## config.mk

```make
export PLATFORM = sky130hd
export DESIGN_NAME = lift_car_ctrl
export DESIGN_NICKNAME = d
export VERILOG_FILES = /design/src/rtl/lift_car_ctrl.sv
export SDC_FILE = /design/constraint.sdc
export NUM_CORES = 1
export LEC_CHECK = 0
export CAP_MARGIN = 20
export CORE_ASPECT_RATIO = 1.5
export CORE_UTILIZATION = 55
export DETAILED_ROUTE_END_ITERATION = 12
export MAX_ROUTING_LAYER = met4
export PLACE_DENSITY = 0.8
export SKIP_CTS_REPAIR_TIMING = 1
export SYNTH_ARGS = -nofsm -noshare
export SYNTH_HDL_FRONTEND = slang
export SYNTH_SLANG_ARGS = --single-unit
```

## constraint.sdc

```tcl
create_clock -name clk -period 3.25 [get_ports clk]
set_clock_uncertainty 0.15 [all_clocks]
set_input_delay 0.4875 -clock clk [delete_from_list [all_inputs] [get_ports clk]]
set_output_delay 0.4875 -clock clk [all_outputs]
set_load 0.01 [all_outputs]
```

## src/rtl/lift_car_ctrl.sv

```systemverilog
// Lift car motion controller.
// Uses the slow tick level from the divider as a time base (one step per
// rising edge), latches floor calls, moves the car one floor per
// TRAVEL_TICKS steps and holds the door open for DOOR_TICKS steps.
// Optional feature: define LIFT_OBSTRUCT_EN to let door_obstruct hold the
// door open; without it door_obstruct is ignored.
module lift_car_ctrl #(
    parameter int N_FLOORS     = 8,
    parameter int FLOOR_W      = 3,
    parameter int TRAVEL_TICKS = 3,
    parameter int DOOR_TICKS   = 4
) (
    input  logic                clk,
    input  logic                reset,
    input  logic                tick,
    input  logic [N_FLOORS-1:0] call_req,
    input  logic                door_obstruct,
    output logic [FLOOR_W-1:0]  floor,
    output logic                dir_up,
    output logic                moving,
    output logic                door_open,
    output logic [N_FLOORS-1:0] pending
);

    localparam int TRV_W  = (TRAVEL_TICKS > 1) ? $clog2(TRAVEL_TICKS) : 1;
    localparam int DOOR_W = (DOOR_TICKS > 1) ? $clog2(DOOR_TICKS) : 1;

    typedef enum logic [1:0] {
        S_IDLE      = 2'd0,
        S_MOVE_UP   = 2'd1,
        S_MOVE_DOWN = 2'd2,
        S_DOOR_OPEN = 2'd3
    } state_t;

    state_t                state_q, state_d;
    logic [FLOOR_W-1:0]    floor_q, floor_d;
    logic                  dir_q, dir_d;
    logic [N_FLOORS-1:0]   pending_q, pending_d;
    logic [TRV_W-1:0]      trv_q, trv_d;
    logic [DOOR_W-1:0]     door_q, door_d;
    logic                  tick_dly_q, tick_dly_d;
    logic                  step;
    logic                  obstruct_hold;
    logic [FLOOR_W-1:0]    nxt_floor;

`ifdef LIFT_OBSTRUCT_EN
    assign obstruct_hold = door_obstruct;
`else
    // Obstruction sensing not built: the door closes purely on its timer.
    logic unused_obstruct;
    assign unused_obstruct = door_obstruct;
    assign obstruct_hold   = 1'b0;
`endif

    // One-hot mask selecting floor f.
    function automatic logic [N_FLOORS-1:0] floor_mask(input logic [FLOOR_W-1:0] f);
        logic [N_FLOORS-1:0] m;
        m = '0;
        for (int i = 0; i < N_FLOORS; i++) begin
            m[i] = (FLOOR_W'(i) == f);
        end
        return m;
    endfunction

    // Any outstanding call strictly above floor f.
    function automatic logic any_above(input logic [N_FLOORS-1:0] p,
                                       input logic [FLOOR_W-1:0]  f);
        logic r;
        r = 1'b0;
        for (int i = 0; i < N_FLOORS; i++) begin
            if ((FLOOR_W'(i) > f) && p[i]) r = 1'b1;
        end
        return r;
    endfunction

    // Any outstanding call strictly below floor f.
    function automatic logic any_below(input logic [N_FLOORS-1:0] p,
                                       input logic [FLOOR_W-1:0]  f);
        logic r;
        r = 1'b0;
        for (int i = 0; i < N_FLOORS; i++) begin
            if ((FLOOR_W'(i) < f) && p[i]) r = 1'b1;
        end
        return r;
    endfunction

    assign step = tick & ~tick_dly_q;

    // Next-state logic: call latching, direction choice, travel and door timers.
    always_comb begin
        state_d    = state_q;
        floor_d    = floor_q;
        dir_d      = dir_q;
        trv_d      = '0;
        door_d     = '0;
        tick_dly_d = tick;
        nxt_floor  = floor_q;
        pending_d  = pending_q | call_req;

        case (state_q)
            S_IDLE: begin
                if ((pending_q & floor_mask(floor_q)) != '0) begin
                    state_d   = S_DOOR_OPEN;
                    pending_d = pending_d & ~floor_mask(floor_q);
                end else if (any_above(pending_q, floor_q) &&
                             (dir_q || !any_below(pending_q, floor_q))) begin
                    state_d = S_MOVE_UP;
                    dir_d   = 1'b1;
                end else if (any_below(pending_q, floor_q)) begin
                    state_d = S_MOVE_DOWN;
                    dir_d   = 1'b0;
                end
            end

            S_MOVE_UP, S_MOVE_DOWN: begin
                trv_d = trv_q;
                if (step) begin
                    if (trv_q == TRV_W'(TRAVEL_TICKS - 1)) begin
                        trv_d     = '0;
                        nxt_floor = (state_q == S_MOVE_UP) ? floor_q + FLOOR_W'(1)
                                                           : floor_q - FLOOR_W'(1);
                        floor_d   = nxt_floor;
                        if ((pending_q & floor_mask(nxt_floor)) != '0) begin
                            state_d   = S_DOOR_OPEN;
                            pending_d = pending_d & ~floor_mask(nxt_floor);
                        end else if (state_q == S_MOVE_UP ? !any_above(pending_q, nxt_floor)
                                                          : !any_below(pending_q, nxt_floor)) begin
                            state_d = S_IDLE;
                        end
                    end else begin
                        trv_d = trv_q + TRV_W'(1);
                    end
                end
            end

            S_DOOR_OPEN: begin
                door_d = door_q;
                if ((call_req & floor_mask(floor_q)) != '0) begin
                    // A repeat call at this floor keeps the door open longer
                    // instead of queueing a second visit.
                    pending_d = pending_d & ~floor_mask(floor_q);
                    door_d    = '0;
                end else if (obstruct_hold) begin
                    door_d = '0;
                end else if (step) begin
                    if (door_q == DOOR_W'(DOOR_TICKS - 1)) begin
                        state_d = S_IDLE;
                        door_d  = '0;
                    end else begin
                        door_d = door_q + DOOR_W'(1);
                    end
                end
            end

            default: state_d = S_IDLE;
        endcase
    end

    // State and datapath registers; reset returns the car to floor 0 at once.
    always_ff @(posedge clk or negedge reset) begin
        if (!reset) begin
            state_q    <= S_IDLE;
            floor_q    <= '0;
            dir_q      <= 1'b1;
            pending_q  <= '0;
            trv_q      <= '0;
            door_q     <= '0;
            tick_dly_q <= 1'b0;
        end else begin
            state_q    <= state_d;
            floor_q    <= floor_d;
            dir_q      <= dir_d;
            pending_q  <= pending_d;
            trv_q      <= trv_d;
            door_q     <= door_d;
            tick_dly_q <= tick_dly_d;
        end
    end

    assign floor     = floor_q;
    assign dir_up    = dir_q;
    assign moving    = (state_q == S_MOVE_UP) || (state_q == S_MOVE_DOWN);
    assign door_open = (state_q == S_DOOR_OPEN);
    assign pending   = pending_q;

endmodule

```

After elaboration in Yosys (flattened, before gate mapping)
Index checks and enable logic that the tools add are counted.
Widths: inputs -> output; s select.
Word-level totals
  input port bits: 12
  register bits: 19
  output and inout port bits: 14
  logic and storage cells: 205
Operators by class
  equal/unequal tests: 27
  add/subtract/negate cells: 4
  bitwise operators: 11
  reductions and logical operators: 49
  mux-type cells: 75
  $lt $le $gt $ge: 32
Operators by type and width (count)
  $mux 1: 50
  $and 8x8->8: 5
  $mux 8: 5
  $mux 2: 17
  $logic_and 1x1->1: 33
  $eq 3x3->1 const A: 8
  $gt 3x3->1 const A: 8
  $lt 3x3->1 const A: 8
  $pmux 8 s3: 1
  $reduce_bool 8->1: 3
  $not 8->8: 2
  $eq 2x3->1 const A: 4
  $gt 1x3->1 const A: 4
  $gt 2x3->1 const A: 4
  $lt 1x3->1 const A: 4
  $lt 2x3->1 const A: 4
  $eq 2x2->1 const B: 4
  $or 8x8->8: 1
  $reduce_and 7->1: 1
  $eq 1x3->1 const A: 2
  $logic_not 3->1: 2
  $ne 2x2->1 const B: 3
  $pmux 2 s3: 1
  $reduce_and 3->1: 2
  other kinds (16): 22

Depth between registers and ports, before layout
Gate-level depths: netlist (run 1).
  word-level depth: 23
  mapped depth: 10
  depth with buffers taken out: 8

Worst setup path before layout (run 1)
OpenSTA, ideal clock, no wires.
  path kind: register -> register
  start: reg floor_q[0] (netlist: floor[0])
  end: reg state_q[0]
  slack: 579 ps
  clock period less this slack: 2671 ps
  stages on the path, launching flop included: 11
  library setup time: 131 ps
  arrival: 2390 ps
  path buffers: 2
  required time: 2969 ps
  cell sequence: dfrtp_1 -> buf_6 -> inv_1 -> ha_1 -> buf_2 -> xor2_2 -> nor2_1 -> and3_1 -> a2111oi_4 -> a211oi_2 -> mux2i_1
Between the ends
  word-level cells in the longest chain between the ends: 20
  elaborated cells between the ends (all ways): 152
  classes of those cells: 2 x add/sub; 32 x order compare; 17 x eq/ne; 55 x mux; 3 x bitwise; 43 x reduce/logical
RTL lines
  start, declared: RTL line 36  | logic [FLOOR_W-1:0] floor_q, floor_d;
  start signal, assigned: RTL line 171  | floor_q <= floor_d;
  $sub 3x1->3 / $add 3x1->3 (equally long branches): RTL line 121, 120
  $mux 3: RTL line 120  | nxt_floor = (state_q == S_MOVE_UP) ? floor_q + FLOOR_W'(1)
  $lt 1x3->1 / $gt 1x3->1 (equally long branches): RTL line 82, 71
  $logic_and 1x1->1, on equally long branches: RTL line 82, 71
  $mux 1, on equally long branches (8 in a row): RTL line 82, 71
  $mux 1: RTL line 123  | if ((pending_q & floor_mask(nxt_floor)) != '0) begin
  $mux 1: RTL line 118  | if (trv_q == TRV_W'(TRAVEL_TICKS - 1)) begin
  $mux 1: RTL line 117  | if (step) begin
  $mux 1: RTL line 100  | case (state_q)
  $logic_not 1->1, on equally long branches: RTL line 127, 126
  $mux 1: RTL line 126  | end else if (state_q == S_MOVE_UP ? !any_above(pending_q, nxt_floor)
  $ne 3x3->1 (no source line)
  $reduce_and 7->1 (no source line)
  end signal, assigned: RTL line 170  | state_q <= state_d;
  end, declared: RTL line 35  | state_t state_q, state_d;
Parallel ways exist; a longest one is shown, timed or not. The select of a mux whose other input is x is not followed.
A chain may end at the register's enable or synchronous reset.

Worst setup path after layout (run 1)
  start: reg floor_q[0] (netlist: floor[0])
  end: reg state_q[1]
The elaborated chain is that of the path after synthesis.

==> flow_results.xml, run 1 <==
<?xml version="1.0" encoding="UTF-8"?>
<metrics>
  <group name="clocking">
    <metric name="clock-root-buffer" unit="">sky130_fd_sc_hd__clkbuf_8</metric>
    <metric name="cts_htree_levels" unit="">1</metric>
    <metric name="cts_max_path_buffers" unit="">2</metric>
    <metric name="cts.reportedPaths.clkPinSlew" unit="ns">0.08</metric>
    <metric name="cts_tree" unit="">yes</metric>
    <metric name="clock_sinks" unit="">19</metric>
    <metric name="clock_insertion_delay_worst_skew" unit="ns">0.27</metric>
    <metric name="cts_inserted_buffers" unit="">3</metric>
  </group>
  <group name="global_route">
    <metric name="grt_first_pass_wirelength" unit="um">8687</metric>
    <metric name="antenna_found_initial" unit="">0</metric>
    <metric name="number_of_global_route_vias_before_repair" unit="">1847</metric>
    <metric name="grt_start_max_net_pins" unit="">21</metric>
    <metric name="grt_util_all_layers" unit="%">32.48</metric>
    <metric name="grt.overflow.total" unit="">0</metric>
  </group>
  <group name="detailed_routing">
    <metric name="ant_nets" unit="">0</metric>
    <metric name="route.detailed.wl_per_inst" unit="um">18.60</metric>
    <metric name="post-route-drc-count" unit="">0</metric>
    <metric name="firstDrtPassIters" unit="">5</metric>
    <metric name="drt_first_iter_violations" unit="">121</metric>
    <metric name="wl" unit="um">5450</metric>
    <metric name="via_count" unit="">1973</metric>
    <metric name="detail_route.vias_per_cell" unit="">6.734</metric>
  </group>
  <group name="sta">
    <metric name="hold_violations" unit="">0</metric>
    <metric name="final-max-slew-violation-count" unit="">0</metric>
    <metric name="final_min_period_over_clock_period" unit="%">91.51</metric>
    <metric name="tns" unit="ns">0</metric>
    <metric name="final.min_clock_period" unit="ns">2.974</metric>
    <metric name="timing.slew.headroom" unit="%">41.48</metric>
    <metric name="setup_viol_count_final" unit="">0</metric>
    <metric name="grt_setup_unrepaired" unit="">no</metric>
    <metric name="worst-slew-pin-transition" unit="ns">0.8751</metric>
    <metric name="clock.fmax" unit="MHz">336.2</metric>
    <metric name="worst_hold_slack_across_all_endpoints" unit="ns">0.3999</metric>
  </group>
  <group name="final_layout">
    <metric name="area_growth" unit="%">18.95</metric>
    <metric name="most_common_cell_after_layout_fill_and_taps_aside" unit="">sky130_fd_sc_hd__clkdlybuf4s50_1</metric>
    <metric name="antenna-diode-count" unit="">0</metric>
    <metric name="layout.cells.most_common_list" unit="">sky130_fd_sc_hd__clkdlybuf4s50_1 (24), sky130_fd_sc_hd__nand2_1 (22), sky130_fd_sc_hd__dfrtp_1 (18)</metric>
    <metric name="layoutNonFillerInstCount" unit="">293</metric>
    <metric name="drive_above_1_share" unit="%">13.83</metric>
    <metric name="num-nets-final" unit="">276</metric>
  </group>
  <group name="critical_path">
    <metric name="timing.critical_path.arrival" unit="ns">3.02</metric>
    <metric name="crit_path_top_delay_cell" unit="">sky130_fd_sc_hd__a2111oi_0</metric>
    <metric name="cp-end-kind" unit="">flip-flop</metric>
    <metric name="timing_worst_setup_path_type" unit="">flip-flop to flip-flop</metric>
    <metric name="crit_path_start_kind" unit="">flip-flop</metric>
    <metric name="timing.critical_path.fanout_max" unit="">6</metric>
    <metric name="crit_path_start" unit="">floor[0]</metric>
    <metric name="crit_path_cell_trace" unit="">ha_1, ha_1, buf_4, nand2b_1, nand2_1, a2111oi_0, a221oi_1, a211oi_2, mux2i_1</metric>
    <metric name="crit_path_max_incr_delay" unit="ns">0.56</metric>
    <metric name="worst-endpoint-required" unit="ns">3.30</metric>
    <metric name="dominant_cell_type_by_count_on_the_critical_path" unit="">sky130_fd_sc_hd__ha_1</metric>
    <metric name="critPathTopFamily" unit="">compound AO/OA/AOI/OAI gates</metric>
    <metric name="buf_inv_stages_crit_path" unit="">1</metric>
    <metric name="reg2reg_start" unit="">floor[0]</metric>
  </group>
  <group name="min_path">
    <metric name="hold_path_class" unit="">flip-flop to flip-flop</metric>
    <metric name="worstHoldStart" unit="">door_q[1]</metric>
  </group>
  <group name="placed_design">
    <metric name="hpwl" unit="um">4000</metric>
    <metric name="place_inst" unit="">289</metric>
    <metric name="globalplace.congestion" unit="">0.9032</metric>
    <metric name="portBuffers" unit="">24</metric>
  </group>
  <group name="logic_synthesis">
    <metric name="post_synth.cell_area_avg" unit="um2">8.290</metric>
    <metric name="syn_inst" unit="">227</metric>
    <metric name="synth-async-reset-ratio" unit="%">100.0</metric>
    <metric name="primary_flip_flop_cell_chosen_by_synthesis_mapping" unit="">sky130_fd_sc_hd__dfrtp_1</metric>
    <metric name="synth_sequential_area_ratio" unit="%">25.33</metric>
    <metric name="synth_largest_area_cell" unit="">sky130_fd_sc_hd__dfrtp_1</metric>
    <metric name="synth_top_area_share" unit="%">23.94</metric>
    <metric name="mappedNetlistArea" unit="um2">1882</metric>
    <metric name="yosys-top-cells-area" unit="">sky130_fd_sc_hd__dfrtp_1 (24%), sky130_fd_sc_hd__ha_1 (6.6%), sky130_fd_sc_hd__nand2_1 (4.4%)</metric>
    <metric name="synth.ff_latch_count" unit="">19</metric>
    <metric name="synth_edf_count" unit="">0</metric>
    <metric name="synth.lib_cells_used.distinct" unit="">61</metric>
    <metric name="ys_warn_count" unit="">0</metric>
    <metric name="synthesis.nets" unit="">249</metric>
  </group>
  <group name="die">
    <metric name="core" unit="um2">3222</metric>
    <metric name="boundaryPins" unit="">26</metric>
    <metric name="initial_utilization" unit="%">58.41</metric>
    <metric name="height_of_the_die" unit="um">73.64</metric>
    <metric name="rows" unit="">25</metric>
    <metric name="fp.dieArea" unit="um2">3664</metric>
    <metric name="die_width" unit="um">49.76</metric>
  </group>
  <group name="power_and_ir_drop">
    <metric name="p_per_area" unit="nW/um2">1138</metric>
    <metric name="power.ir.vdd_worst" unit="mV">0.9515</metric>
    <metric name="power.static_leakage" unit="uW">0.0008880</metric>
  </group>
  <group name="run_status">
    <metric name="run_status" unit="">completed</metric>
  </group>
  <group name="flow_run">
    <metric name="max_cap_viol_count" unit="">0</metric>
  </group>
</metrics>
[flip-flops by register name, summed over array words and instances (netlist names)]
register    count
trv_q           2
dir_up          1
door_q          2
state_q         2
tick_dly_q      1
floor           3
pending         8
[worst register-to-register path, cell delays in order (launching register included)]
cell and delay (ns):
sky130_fd_sc_hd__dfrtp_1 0.41, sky130_fd_sc_hd__ha_1 0.22, sky130_fd_sc_hd__ha_1 0.38, sky130_fd_sc_hd__buf_4 0.16, sky130_fd_sc_hd__nand2b_1 0.16, sky130_fd_sc_hd__nand2_1 0.08
sky130_fd_sc_hd__a2111oi_0 0.56, sky130_fd_sc_hd__a221oi_1 0.21, sky130_fd_sc_hd__a211oi_2 0.35, sky130_fd_sc_hd__mux2i_1 0.22
[cells in the mapped netlist, types with 3 or more instances]
cell type	number
sky130_fd_sc_hd__o211ai_1	3
sky130_fd_sc_hd__nand3_1	4
sky130_fd_sc_hd__mux2_2	3
sky130_fd_sc_hd__nand4_1	3
sky130_fd_sc_hd__ha_1	10
sky130_fd_sc_hd__nor3_1	4
sky130_fd_sc_hd__nand3b_1	3
sky130_fd_sc_hd__a311oi_1	3
sky130_fd_sc_hd__nand2b_1	4
sky130_fd_sc_hd__nor2b_1	6
sky130_fd_sc_hd__inv_1	14
sky130_fd_sc_hd__o21ai_0	12
sky130_fd_sc_hd__nor2_1	13
sky130_fd_sc_hd__o22ai_1	10
sky130_fd_sc_hd__dfrtp_1	18
sky130_fd_sc_hd__a31oi_1	6
sky130_fd_sc_hd__and2_1	3
sky130_fd_sc_hd__nand2_1	22
sky130_fd_sc_hd__or2_2	3
sky130_fd_sc_hd__o41ai_1	3
sky130_fd_sc_hd__a21oi_1	14
sky130_fd_sc_hd__mux2i_1	4
sky130_fd_sc_hd__clkbuf_1	10
sky130_fd_sc_hd__a221o_1	3
sky130_fd_sc_hd__a22oi_1	3
[layer usage]
metal,wire (um),track usage (%),vias to the layer above
li1,-,-,912
met1,2103,36.71,933
met2,2774,55.56,104
met3,360,3.313,24
met4,212,18.10,0
met5,0,-,-
[through the flow]
stage	worst slack [ns]	util (%)	power (uW)	area [um2]
2_1_floorplan	0.5791	-	1735	1882
3_3_place_gp	0.3886	68.04	2303	2192
3_5_place_dp	0.2815	68.04	2323	2192
4_1_cts	0.2687	69.48	2512	2238
5_1_grt	0.1607	69.48	2714	2238
6_report	0.2759	69.48	2548	2238
[cell type report]
cell class	count	area (um2)
Multi-Input combinational cell	179	1279
Tap cell	40	50.05
Sequential cell	19	476.7
Clock inverter	1	5.005
Inverter	15	56.30
Timing Repair Buffer	36	330.3
Fill cell	272	983.4
Clock buffer	3	41.29
[report_power, final]
group / leakage (uW) / internal, uW / switching [uW]
combinational: 0.000632 / 848 / 1040
clock: 0.0000255 / 85.7 / 89.4
sequential: 0.000231 / 321 / 160
[kinds of logic (layout without fill, tap and decap cells)]
group	after synthesis	count (layout)	synth area share, %
adders and majority gates	10	10	6.649
buffers and inverters	29	55	6.715
DFF	19	19	25.33
muxes	9	9	5.319
xor gates and xnor gates	4	4	3.259
and+or+nand+nor	73	73	19.95
AOI/OAI and AO/OA	83	83	32.78
[path summary, 6_finish.rpt]
check | slack, ns | depth (start not counted) | end
min | 0.40 | 2 | door_q[1]
min reg2reg | 0.40 | 2 | door_q[1]
max | 0.28 | 9 | state_q[1]
max in group asynchronous | 1.85 | 1 | trv_q[1]
max reg2reg | 0.28 | 9 | state_q[1]
min in group asynchronous | 0.56 | 1 | pending[4]
(Power assumes the default switching activity.)
==> inputs of run 2 (changes only) <==
CORE_UTILIZATION = 50   (was 55)
PLACE_DENSITY = 0.74   (was 0.8)
==> flow_results.xml, run 2 (same netlist as run 1, synthesis figures left out) <==
<?xml version="1.0" encoding="UTF-8"?>
<metrics>
  <group name="detailed_routing">
    <metric name="route.detailed.wl_per_inst" unit="um">18.30</metric>
    <metric name="detail_route.vias_per_cell" unit="">6.822</metric>
    <metric name="firstDrtPassIters" unit="">5</metric>
    <metric name="post-route-drc-count" unit="">0</metric>
    <metric name="via_count" unit="">1992</metric>
    <metric name="ant_nets" unit="">0</metric>
    <metric name="wl" unit="um">5344</metric>
    <metric name="drt_first_iter_violations" unit="">93</metric>
  </group>
  <group name="final_layout">
    <metric name="final-seq-area" unit="um2">476.7</metric>
    <metric name="layout_cell_area_excl_fill" unit="um2">2218</metric>
    <metric name="area_growth" unit="%">17.89</metric>
    <metric name="layout.cells.most_common_list" unit="">sky130_fd_sc_hd__clkdlybuf4s50_1 (24), sky130_fd_sc_hd__nand2_1 (22), sky130_fd_sc_hd__dfrtp_1 (18)</metric>
    <metric name="fillerInstances" unit="">324</metric>
    <metric name="largest_reg_flops" unit="">8</metric>
    <metric name="drive_above_1_share" unit="%">12.80</metric>
    <metric name="multi_input_area" unit="um2">1279</metric>
    <metric name="num-nets-final" unit="">273</metric>
    <metric name="most_common_cell_after_layout_fill_and_taps_aside" unit="">sky130_fd_sc_hd__clkdlybuf4s50_1</metric>
    <metric name="antenna-diode-count" unit="">0</metric>
  </group>
  <group name="die">
    <metric name="rows" unit="">26</metric>
    <metric name="initial_utilization" unit="%">53.56</metric>
    <metric name="boundaryPins" unit="">26</metric>
    <metric name="height_of_the_die" unit="um">77.14</metric>
    <metric name="die_width" unit="um">52.09</metric>
    <metric name="core" unit="um2">3513</metric>
    <metric name="fp.dieArea" unit="um2">4018</metric>
  </group>
  <group name="min_path">
    <metric name="hold_path_depth" unit="">2</metric>
    <metric name="hold_path_class" unit="">flip-flop to flip-flop</metric>
  </group>
  <group name="critical_path">
    <metric name="crit_path_max_incr_delay" unit="ns">0.41</metric>
    <metric name="crit_path_cell_trace" unit="">ha_1, buf_4, nand3b_1, mux2_4, a31oi_1, a2111oi_4, buf_4, o41ai_1, a31oi_1</metric>
    <metric name="cp-end-kind" unit="">flip-flop</metric>
    <metric name="crit_path_start_kind" unit="">flip-flop</metric>
    <metric name="worst-endpoint-required" unit="ns">3.21</metric>
    <metric name="timing.critical_path.fanout_max" unit="">9</metric>
    <metric name="timing_worst_setup_path_type" unit="">flip-flop to flip-flop</metric>
    <metric name="critPathTopFamily" unit="">compound AO/OA/AOI/OAI gates</metric>
    <metric name="buf_inv_stages_crit_path" unit="">2</metric>
    <metric name="worstRegToRegCells" unit="">9</metric>
    <metric name="critical_path_depth" unit="">9</metric>
    <metric name="crit_path_top_delay_cell" unit="">sky130_fd_sc_hd__dfrtp_1</metric>
    <metric name="setup.reg_to_reg.worst_slack" unit="ns">0.40</metric>
    <metric name="timing.critical_path.arrival" unit="ns">2.81</metric>
  </group>
  <group name="sta">
    <metric name="clock.fmax" unit="MHz">351.1</metric>
    <metric name="final.min_clock_period" unit="ns">2.849</metric>
    <metric name="hold_violations" unit="">0</metric>
    <metric name="timing.slew.headroom" unit="%">38.93</metric>
    <metric name="final_min_period_over_clock_period" unit="%">87.65</metric>
    <metric name="worst-slew-pin-transition" unit="ns">0.9132</metric>
    <metric name="grt_setup_unrepaired" unit="">no</metric>
    <metric name="final-max-slew-violation-count" unit="">0</metric>
    <metric name="setup_viol_count_final" unit="">0</metric>
    <metric name="tns" unit="ns">0</metric>
  </group>
  <group name="clocking">
    <metric name="clock_insertion_delay_worst_skew" unit="ns">0.27</metric>
    <metric name="clock-root-buffer" unit="">sky130_fd_sc_hd__clkbuf_8</metric>
    <metric name="cts_htree_levels" unit="">1</metric>
    <metric name="cts_max_path_buffers" unit="">2</metric>
    <metric name="cts.reportedPaths.clkPinSlew" unit="ns">0.08</metric>
    <metric name="clock_sinks" unit="">19</metric>
    <metric name="cts_inserted_buffers" unit="">3</metric>
    <metric name="cts_tree" unit="">yes</metric>
  </group>
  <group name="global_route">
    <metric name="grt_first_pass_wirelength" unit="um">8445</metric>
    <metric name="grt_util_all_layers" unit="%">28.50</metric>
    <metric name="grt.overflow.total" unit="">0</metric>
    <metric name="antenna_found_initial" unit="">0</metric>
    <metric name="grt_start_max_net_pins" unit="">28</metric>
    <metric name="number_of_global_route_vias_before_repair" unit="">1782</metric>
  </group>
  <group name="power_and_ir_drop">
    <metric name="power.ir.vdd_worst" unit="mV">0.8651</metric>
    <metric name="p_per_area" unit="nW/um2">1138</metric>
    <metric name="power.static_leakage" unit="uW">0.0008721</metric>
  </group>
  <group name="flow_run">
    <metric name="max_cap_viol_count" unit="">0</metric>
  </group>
  <group name="placed_design">
    <metric name="hpwl" unit="um">3870</metric>
    <metric name="globalplace.congestion" unit="">0.9013</metric>
    <metric name="placed_cell_area" unit="um2">2172</metric>
    <metric name="portBuffers" unit="">24</metric>
  </group>
  <group name="run_status">
    <metric name="run_status" unit="">completed</metric>
  </group>
</metrics>
## run 2: changes by cell type in the layout (fill, tap and decap cells not counted), sizes merged
| cell | change |
|---|---|
| buf | -3 |
## run 2: power breakdown
| part | switching [uW] | internal (uW) | leakage [uW] |
|---|---|---|---|
| registers | 164 | 321 | 0.000231 |
| logic | 1040 | 829 | 0.000616 |
| clock network | 85.2 | 85.6 | 0.0000255 |
| total | 1290 | 1240 | 0.000872 |
## run 2: path summary, 6_finish.rpt
path                                 start         end
worst min register to register   door_q[1]   door_q[1]
worst max register to register  state_q[0]  pending[2]
worst min-delay path             door_q[1]   door_q[1]
min in group asynchronous            reset  pending[4]
worst max-delay path            state_q[0]  pending[2]
max in group asynchronous            reset  pending[6]
## run 2: worst min-delay path, cell delays in order, from the launching register on
cell and delay, ns:
sky130_fd_sc_hd__dfrtp_1 0.35, sky130_fd_sc_hd__mux2i_1 0.08, sky130_fd_sc_hd__nor2_1 0.08
## run 2: cell type report
type                       count  area share, %
timing repair buffer          33          13.87
sequential                    19          21.49
inverter                      15          2.538
tap                           42          2.369
multi-input combinational    179          57.64
clock buffer                   3          1.861
clock inverter                 1         0.2256
## run 2: per-layer routing
metal / up-vias / track usage, % / wire, um
li1: 903 / - / -
met4: 0 / 14.32 / 175
met3: 22 / 2.381 / 396
met1: 959 / 35.48 / 2082
met5: - / - / 0
met2: 108 / 44.87 / 2690
## run 2: metrics by stage
| step | utilization [%] | power (uW) | setup WS, ns | hold slack [ns] | instances |
|---|---|---|---|---|---|
| after global placement | 61.82 | 2287 | 0.3814 | 0.3661 | 288 |
| after detailed placement | 61.82 | 2304 | 0.3302 | 0.3970 | 288 |
| after floorplan | - | 1735 | 0.5791 | 0.04191 | 227 |
| final | 63.14 | 2524 | 0.4014 | 0.3996 | 292 |
| after global routing | 63.14 | 2685 | 0.2879 | 0.4389 | 292 |
| after CTS | 63.14 | 2486 | 0.4288 | 0.4131 | 292 |
==> inputs of run 3 (changes only) <==
SLEW_MARGIN = 15   (was default)
==> results of run 3 <==
Final layout, timing and power as in run 2 (identical DEF).
